<file path="config.mk">
export PLATFORM = sky130hd
export DESIGN_NAME = imem_fetch_sequencer
export DESIGN_NICKNAME = d
export VERILOG_FILES = /design/src/rtl/imem_fetch_sequencer.sv
export SDC_FILE = /design/constraint.sdc
export NUM_CORES = 1
export LEC_CHECK = 0
export CAP_MARGIN = 20
export CORE_ASPECT_RATIO = 1.75
export CORE_MARGIN = 1
export CORE_UTILIZATION = 43
export CTS_CLUSTER_SIZE = 24
export DETAILED_ROUTE_END_ITERATION = 8
export PLACE_DENSITY = 0.87
export SLEW_MARGIN = 15
export SYNTH_ARGS = -nofsm -noshare
export SYNTH_HDL_FRONTEND = slang
export SYNTH_SLANG_ARGS = --single-unit
</file>
<file path="constraint.sdc">
create_clock -name clk -period 1.6 [get_ports clk]
set_input_delay 0.16 -clock clk [delete_from_list [all_inputs] [get_ports clk]]
set_output_delay 0.16 -clock clk [all_outputs]
set_load 0.01 [all_outputs]
</file>
<file path="src/rtl/imem_fetch_sequencer.sv">
// Byte-serial instruction fetch: four big-endian byte reads per word,
// held at the IF/ID boundary until accepted or redirected.
package imem_fetch_sequencer_pkg;
  typedef enum logic {
    FETCH = 1'b0,
    HOLD  = 1'b1
  } fetch_state_e;
endpackage

module imem_fetch_sequencer
  import imem_fetch_sequencer_pkg::*;
#(
  parameter int LEN_ADDRESS     = 32,
  parameter int LEN_INSTRUCTION = 32,
  parameter int LEN_BYTE        = 8,
  parameter logic [LEN_ADDRESS-1:0] RESET_PC = '0
) (
  input  logic                       clk,
  input  logic                       rst_n,
  input  logic                       freeze,
  input  logic                       branch_taken,
  input  logic [LEN_ADDRESS-1:0]     branch_address,
  output logic [LEN_ADDRESS-1:0]     mem_address,
  output logic                       mem_read,
  input  logic [LEN_BYTE-1:0]        mem_data,
  output logic [LEN_INSTRUCTION-1:0] instruction,
  output logic [LEN_ADDRESS-1:0]     pc_out,
  output logic                       valid,
  input  logic                       accept
);

  localparam int NB = LEN_INSTRUCTION / LEN_BYTE;
  localparam int IW = $clog2(NB);
  localparam logic [LEN_ADDRESS-1:0] STEP  = LEN_ADDRESS'(NB);
  localparam logic [LEN_ADDRESS-1:0] ALIGN = ~(STEP - 1'b1);
  localparam logic [LEN_ADDRESS-1:0] PC0   = RESET_PC & ALIGN;

  fetch_state_e               state_q, state_d;
  logic [IW-1:0]              idx_q, idx_d;
  logic [LEN_ADDRESS-1:0]     pc_q, pc_d;
  logic [LEN_ADDRESS-1:0]     pcout_q, pcout_d;
  logic [LEN_INSTRUCTION-1:0] instr_q, instr_d;
  logic                       valid_q, valid_d;
  logic                       last;

  always_ff @(posedge clk or negedge rst_n) begin
    if (!rst_n) begin
      state_q <= FETCH;
      idx_q   <= '0;
      pc_q    <= PC0;
      pcout_q <= '0;
      instr_q <= '0;
      valid_q <= 1'b0;
    end else begin
      state_q <= state_d;
      idx_q   <= idx_d;
      pc_q    <= pc_d;
      pcout_q <= pcout_d;
      instr_q <= instr_d;
      valid_q <= valid_d;
    end
  end

  assign last = (idx_q == IW'(NB - 1));

  // Redirect outranks freeze and accept; a partial word is simply dropped.
  always_comb begin
    state_d = state_q;
    idx_d   = idx_q;
    pc_d    = pc_q;
    pcout_d = pcout_q;
    instr_d = instr_q;
    valid_d = valid_q;
    if (branch_taken) begin
      state_d = FETCH;
      idx_d   = '0;
      pc_d    = branch_address & ALIGN;
      valid_d = 1'b0;
    end else begin
      unique case (state_q)
        FETCH: begin
          if (!freeze) begin
            for (int b = 0; b < NB; b++) begin
              if (idx_q == IW'(b)) begin
                instr_d[LEN_BYTE*(NB-1-b) +: LEN_BYTE] = mem_data;
              end
            end
            idx_d = idx_q + IW'(1);
            if (last) begin
              state_d = HOLD;
              idx_d   = '0;
              valid_d = 1'b1;
              pcout_d = pc_q + STEP;
            end
          end
        end
        HOLD: begin
          if (accept) begin
            state_d = FETCH;
            valid_d = 1'b0;
            pc_d    = pc_q + STEP;
          end
        end
        default: ;
      endcase
    end
  end

  always_comb begin
    mem_read    = (state_q == FETCH) && !freeze && rst_n;
    mem_address = {pc_q[LEN_ADDRESS-1:IW], idx_q};
  end

  assign instruction = instr_q;
  assign pc_out      = pcout_q;
  assign valid       = valid_q;

endmodule

</file>
==> results.ini, run 1 <==
[floorplanning]
die_x_um = 81.4
die_height_um = 141
core-area_um2 = 10700
die_area_um2 = 11500
io_pins = 143
std_cell_rows = 50
start_util = 0.443

[clock_tree]
cts.path.max_buffers = 2
path_clk_slew_ns = 0.07
clkLatencyLatePin_ns = 0.34
cts_inserted_buffers = 9
cts_tree = built
h-tree-depth = 3
clock-sinks = 96
cts_root_buf = clkbuf_16

[global_route]
grt_overflow = 0
track_usage = 0.245
grt_pass1_vias = 4328
grt_pass1_wl_um = 21300
antenna_found_initial = 0
grt_max_degree = 97

[place]
numPortBuffers = 138
dp_hpwl_um = 9790
dp_cells = 752
gp_congestion = 0.890
dpl-instance-area_um2 = 6630

[timing]
fin_skew_ns = 0.00905
finalMaxSlewViolations = 0
rsz0062_at_grt = yes
hold_viol = 0
worst_pin_slew_ns = 0.622
fmax_ghz = 0.610
fin_ws_ns = -0.0392
max_slew_margin = 0.586
whs_ns = 0.357
finalCritPeriodShare = 1.02
setup_violations = 6
period_minus_slack_ns = 1.64

[hold_path]
hold_path.startpoint = branch_address[14]
hold_end = pc_q[14]$_DFFE_PN0N_
hp-class = in2reg
hold_path_depth = 3

[final_layout]
final_common_cell = clkdlybuf4s50_1
layout_common_cells = 120 x clkdlybuf4s50_1, 86 x dfrtp_1, 78 x nand2_1
design_area_um2 = 7300
final_util = 0.682
multi_input_area_um2 = 2350
ff_latch_area_um2 = 2410
final_cells = 787
drive_gt1_frac = 0.265
nets = 702
areaGrowthSynthToFinish_pct = 53.9
n_antenna_cell = 0
fill_cells = 768

[route]
dr.pass1.iters = 4
wl_per_cell_um = 17.8
drtAntennaViolNets = 0
vias_per_cell = 5.33
wirelength_um = 14000
drt-initial-drc-count = 192
routed-via-count = 4196
drc = 0

[status]
status = complete, but fails checks
violations = negative setup slack

[worst_setup_path]
arrival_ns = 1.87
critPathLaunchType = register
r2r_slack_ns = -0.04
required_ns = 1.83
path_max_fanout = 7
r2r-start = pc_q[3]$_DFFE_PN0N_
cp-end-kind = register
r2r_end = pc_out[31]$_DFFE_PN0P_
crit_type = reg2reg
r2r_cells = 7

[power_and_ir_drop]
ir_drop_v = 0.000772
power_density_nw_per_um2 = 983
power.leakage_nw = 3.13
p_total_mw = 7.18

[synth]
synth_cells = 459
synth.avg_cell_area_um2 = 10.3
synth.mux.area_fraction = 0.0805
synthAdderAreaFrac = 0.0132
synth_compound_area_frac = 0.0741
synth-warning-count = 0
synth-xor-area-share = 0.103
synth_top_family_by_area = simple AND/OR/NAND/NOR gates
synth_seq_cells = 96
ys_seq_area_frac = 0.506
netlist_area_um2 = 4740
ys_types = 36
synth-simple-area-share = 0.188

[job]
cap_violations = 0

[registers in the layout (all words and copies together) (netlist names)]
name / count
valid: 1
pc_out: 30
instruction: 32
pc_q: 30
idx_q: 2
state_q: 1
[per-stage QoR]
stage	setup TNS, ns	setup slack (ns)
3_3_place_gp	-6.31	-0.165
3_5_place_dp	-7.93	-0.200
5_1_grt	-2.51	-0.125
4_1_cts	-0.0221	-0.0158
2_1_floorplan	-0.00370	-0.00370
6_report	-0.0840	-0.0392
[worst max path at each step]
| stage | start | end | slack (ns) | depth (start not counted) |
|---|---|---|---|---|
| floorplan | pc_q[10]$_DFFE_PN0N_ | pc_q[28]$_DFFE_PN0N_ | -0.004 | 6 |
| CTS | pc_q[3]$_DFFE_PN0N_ | pc_out[31]$_DFFE_PN0P_ | -0.02 | 7 |
| global route | pc_q[3]$_DFFE_PN0N_ | pc_out[31]$_DFFE_PN0P_ | -0.13 | 7 |
| global placement | accept | pc_q[30]$_DFFE_PN0N_ | -0.16 | 7 |
| detailed placement | accept | pc_q[22]$_DFFE_PN0N_ | -0.20 | 7 |
| finish | pc_q[3]$_DFFE_PN0N_ | pc_out[31]$_DFFE_PN0P_ | -0.04 | 7 |
[timing repair]
| item | in CTS | in global routing |
|---|---|---|
| hold endpoints to repair | 96 | 0 |
| gates resized for setup | 21 | 54 |
| buffers inserted | 11 | 6 |
| gates cloned | 0 | 3 |
| setup endpoints to repair | 70 | 69 |
| hold buffers | 1 | 0 |
| pin swaps | 5 | 13 |
[cell type report]
class	count	area share
Multi-Input combinational cell	329	0.321
Inverter	5	0.00257
Clock inverter	5	0.00771
Tap cell	130	0.0223
Sequential cell	96	0.331
Timing Repair Buffer	211	0.282
Clock buffer	11	0.0333
[per-layer routing]
layer / vias up / global-route usage / part of all wire
li1: 1929 / - / -
met1: 2057 / 0.262 / 0.35
met2: 162 / 0.429 / 0.55
met3: 48 / 0.0395 / 0.050
met4: 0 / 0.162 / 0.049
met5: - / 0 / 0
[Yosys cell counts, drive strengths merged]
library cell | n | area (um^2)
xnor2 | 25 | 219
buf | 13 | 72.6
a22oi | 1 | 7.51
a41oi | 1 | 8.76
mux2 | 33 | 372
or2b | 1 | 7.51
nand2b | 1 | 6.26
o211ai | 1 | 7.51
clkbuf | 17 | 66.3
nand3 | 19 | 120
ha | 5 | 62.6
o21ai | 61 | 313
nand2 | 83 | 314
and2 | 7 | 43.8
conb | 1 | 3.75
and3 | 1 | 6.26
nor2 | 19 | 71.3
a21oi | 3 | 15.0
or2 | 2 | 12.5
nor3 | 11 | 75.1
nand4 | 16 | 145
mux2i | 1 | 10.0
nor4 | 5 | 91.3
dfrtp | 96 | 2400
xor2 | 31 | 272
inv | 5 | 18.8
[cells by family (layout without fill, tap and decap cells)]
family                   after synthesis  after routing
adder cells (fa/ha/maj)                5              5
AND/OR/NAND/NOR                      165            165
multiplexers                          34             34
other                                  1              2
AO/OA/AOI/OAI                         67             67
flip-flops                            96             96
buffers and inverters                 35            232
XOR/XNOR                              56             56
[power breakdown]
part | total [mW] | internal [mW] | switching [mW]
Combinational | 1.95 | 1.13 | 0.814
Sequential | 3.05 | 2.80 | 0.255
Clock | 2.17 | 1.25 | 0.922
[critical path: stages (launching register included)]
cell and delay [ns]:
dfrtp_2 0.41, buf_6 0.12, nand3_4 0.10, nor4_4 0.35
buf_6 0.19, nand4_1 0.10, xor2_1 0.19, o21ai_2 0.06
Power figures use the tool's default switching activity.
==> inputs of run 2 (changes only) <==
PLACE_DENSITY = default   (was 0.87)
PLACE_DENSITY_LB_ADDON = 0.1   (was default)
==> run 2 against run 1 <==
- the run still ends with negative setup slack left
- cell count is 1.1% higher
- first-iteration DRC count is 26% lower
- hold slack better by 0.0025 ns
- sequential power hardly changed
- clock skew is 0.0036 ns higher
- worst setup slack worse by 0.031 ns
- largest cell class is now multi-input gates
==> results.ini, run 2 (same netlist as run 1, synthesis figures left out) <==
[global_route]
grt_pass1_wl_um = 20600
antenna_found_initial = 0
track_usage = 0.237
grt_pass1_vias = 4138
grt_overflow = 0
grt_max_degree = 97

[worst_setup_path]
timing.critical_path.buf_inv = 2
path_cells = buf_6, nand3_4, nor4_4, buf_6, nand4_1, xor2_1, o21ai_2
r2r_slack_ns = -0.07
crit_path_top_delay_cell = dfrtp_2
required_ns = 1.83
path_max_fanout = 7
max_stage_delay_ns = 0.43
cp_common_cell = buf_6
r2r_cells = 7
cp-end-kind = register
arrival_ns = 1.90
cp_top_family = simple AND/OR/NAND/NOR gates
r2r-start = pc_q[2]$_DFFE_PN0N_
r2r_end = pc_out[31]$_DFFE_PN0P_
cp-startpoint = pc_q[2]$_DFFE_PN0N_
cp.depth = 7
endpoint = pc_out[31]$_DFFE_PN0P_
critPathLaunchType = register
crit_type = reg2reg

[route]
wl_per_cell_um = 16.7
vias_per_cell = 5.12
drtAntennaViolNets = 0
drt-initial-drc-count = 142
wirelength_um = 13300
routed-via-count = 4079
dr.pass1.iters = 4
drc = 0

[clock_tree]
cts.path.max_buffers = 2
cts_root_buf = clkbuf_16
clock-sinks = 96
clkLatencyLatePin_ns = 0.35
cts_tree = built
h-tree-depth = 3
cts_inserted_buffers = 9
path_clk_slew_ns = 0.07

[place]
numPortBuffers = 138
dp_hpwl_um = 9100
gp_congestion = 0.910
dpl-instance-area_um2 = 6700
pre_cts_slack_ns = -0.245

[power_and_ir_drop]
power.leakage_nw = 3.26
power_density_nw_per_um2 = 952
p_total_mw = 7.12
ir_drop_v = 0.000762

[timing]
setup_violations = 14
fmax_ghz = 0.599
finalMaxSlewViolations = 0
max_slew_margin = 0.607
rsz0062_at_grt = yes
period_minus_slack_ns = 1.67
fin_ws_ns = -0.0704
fin_skew_ns = 0.0126
finalCritPeriodShare = 1.04
hold_viol = 0
worst_pin_slew_ns = 0.589

[final_layout]
layout_common_cells = 121 x clkdlybuf4s50_1, 86 x dfrtp_1, 73 x nand2_1
design_area_um2 = 7470
largest_reg_flops = 32
final_util = 0.698
nets = 711
final_common_cell = clkdlybuf4s50_1
ff_latch_area_um2 = 2410
fill_cells = 812
areaGrowthSynthToFinish_pct = 57.5
drive_gt1_frac = 0.296
multi_input_area_um2 = 2510
n_antenna_cell = 0

[floorplanning]
core-area_um2 = 10700
std_cell_rows = 50
die_area_um2 = 11500
io_pins = 143
die_x_um = 81.4
start_util = 0.443
die_height_um = 141

[status]
violations = negative setup slack
status = complete, but fails checks

[hold_path]
hp-class = in2reg
hold_path.startpoint = branch_address[11]

[job]
cap_violations = 0

==> run 2: layer usage <==
metal / track usage / up-vias / part of all wire
li1: - / 1942 / -
met1: 0.267 / 1963 / 0.39
met2: 0.425 / 145 / 0.53
met3: 0.0401 / 29 / 0.047
met4: 0.0996 / 0 / 0.030
met5: 0 / - / 0
==> run 2: stage by stage <==
step	cells	setup TNS, ns	hold slack [ns]
after floorplan	460	-0.00370	-0.136
after global placement	761	-8.24	0.301
after detailed placement	761	-11.84	0.301
after CTS	792	-0.213	0.345
after global routing	796	-2.49	0.371
final	796	-0.251	0.360
==> run 2: power by group <==
part           switching [mW]  internal (mW)
Combinational           0.801           1.24
Clock                   0.957           1.06
Sequential              0.257           2.80
Total                    2.01           5.10
==> run 2: worst min-delay path by stage <==
stage               slack, ns                          to  cells past startpoint
floorplan               -0.14        idx_q[0]$_DFFE_PN0P_                      0
global placement         0.30  instruction[1]$_DFFE_PN0P_                      2
detailed placement       0.30  instruction[1]$_DFFE_PN0P_                      2
CTS                      0.35        pc_q[26]$_DFFE_PN0N_                      3
global route             0.37        pc_q[11]$_DFFE_PN0N_                      3
finish                   0.36        pc_q[11]$_DFFE_PN0N_                      3
==> run 2: area by class of cell <==
cell class,instances,share of cell area
Clock buffer,10,0.0306
Timing Repair Buffer,220,0.279
Multi-Input combinational cell,329,0.336
Inverter,5,0.00251
Tap cell,130,0.0218
Sequential cell,96,0.323
Clock inverter,6,0.00603
==> run 2: worst reg2reg max path, cell delays in order (launching register included) <==
cell and delay, ns:
dfrtp_2 0.43, buf_6 0.12, nand3_4 0.12, nor4_4 0.31, buf_6 0.21, nand4_1 0.12
xor2_1 0.19, o21ai_2 0.06
==> run 2: timing repair <==
item | CTS | global route
setup buffers | 14 | 7
pin swaps | 8 | 23
gates resized for setup | 40 | 82
setup endpoints to repair | 76 | 74
hold buffers | 1 | 0
endpoints found under the hold margin | 96 | 0
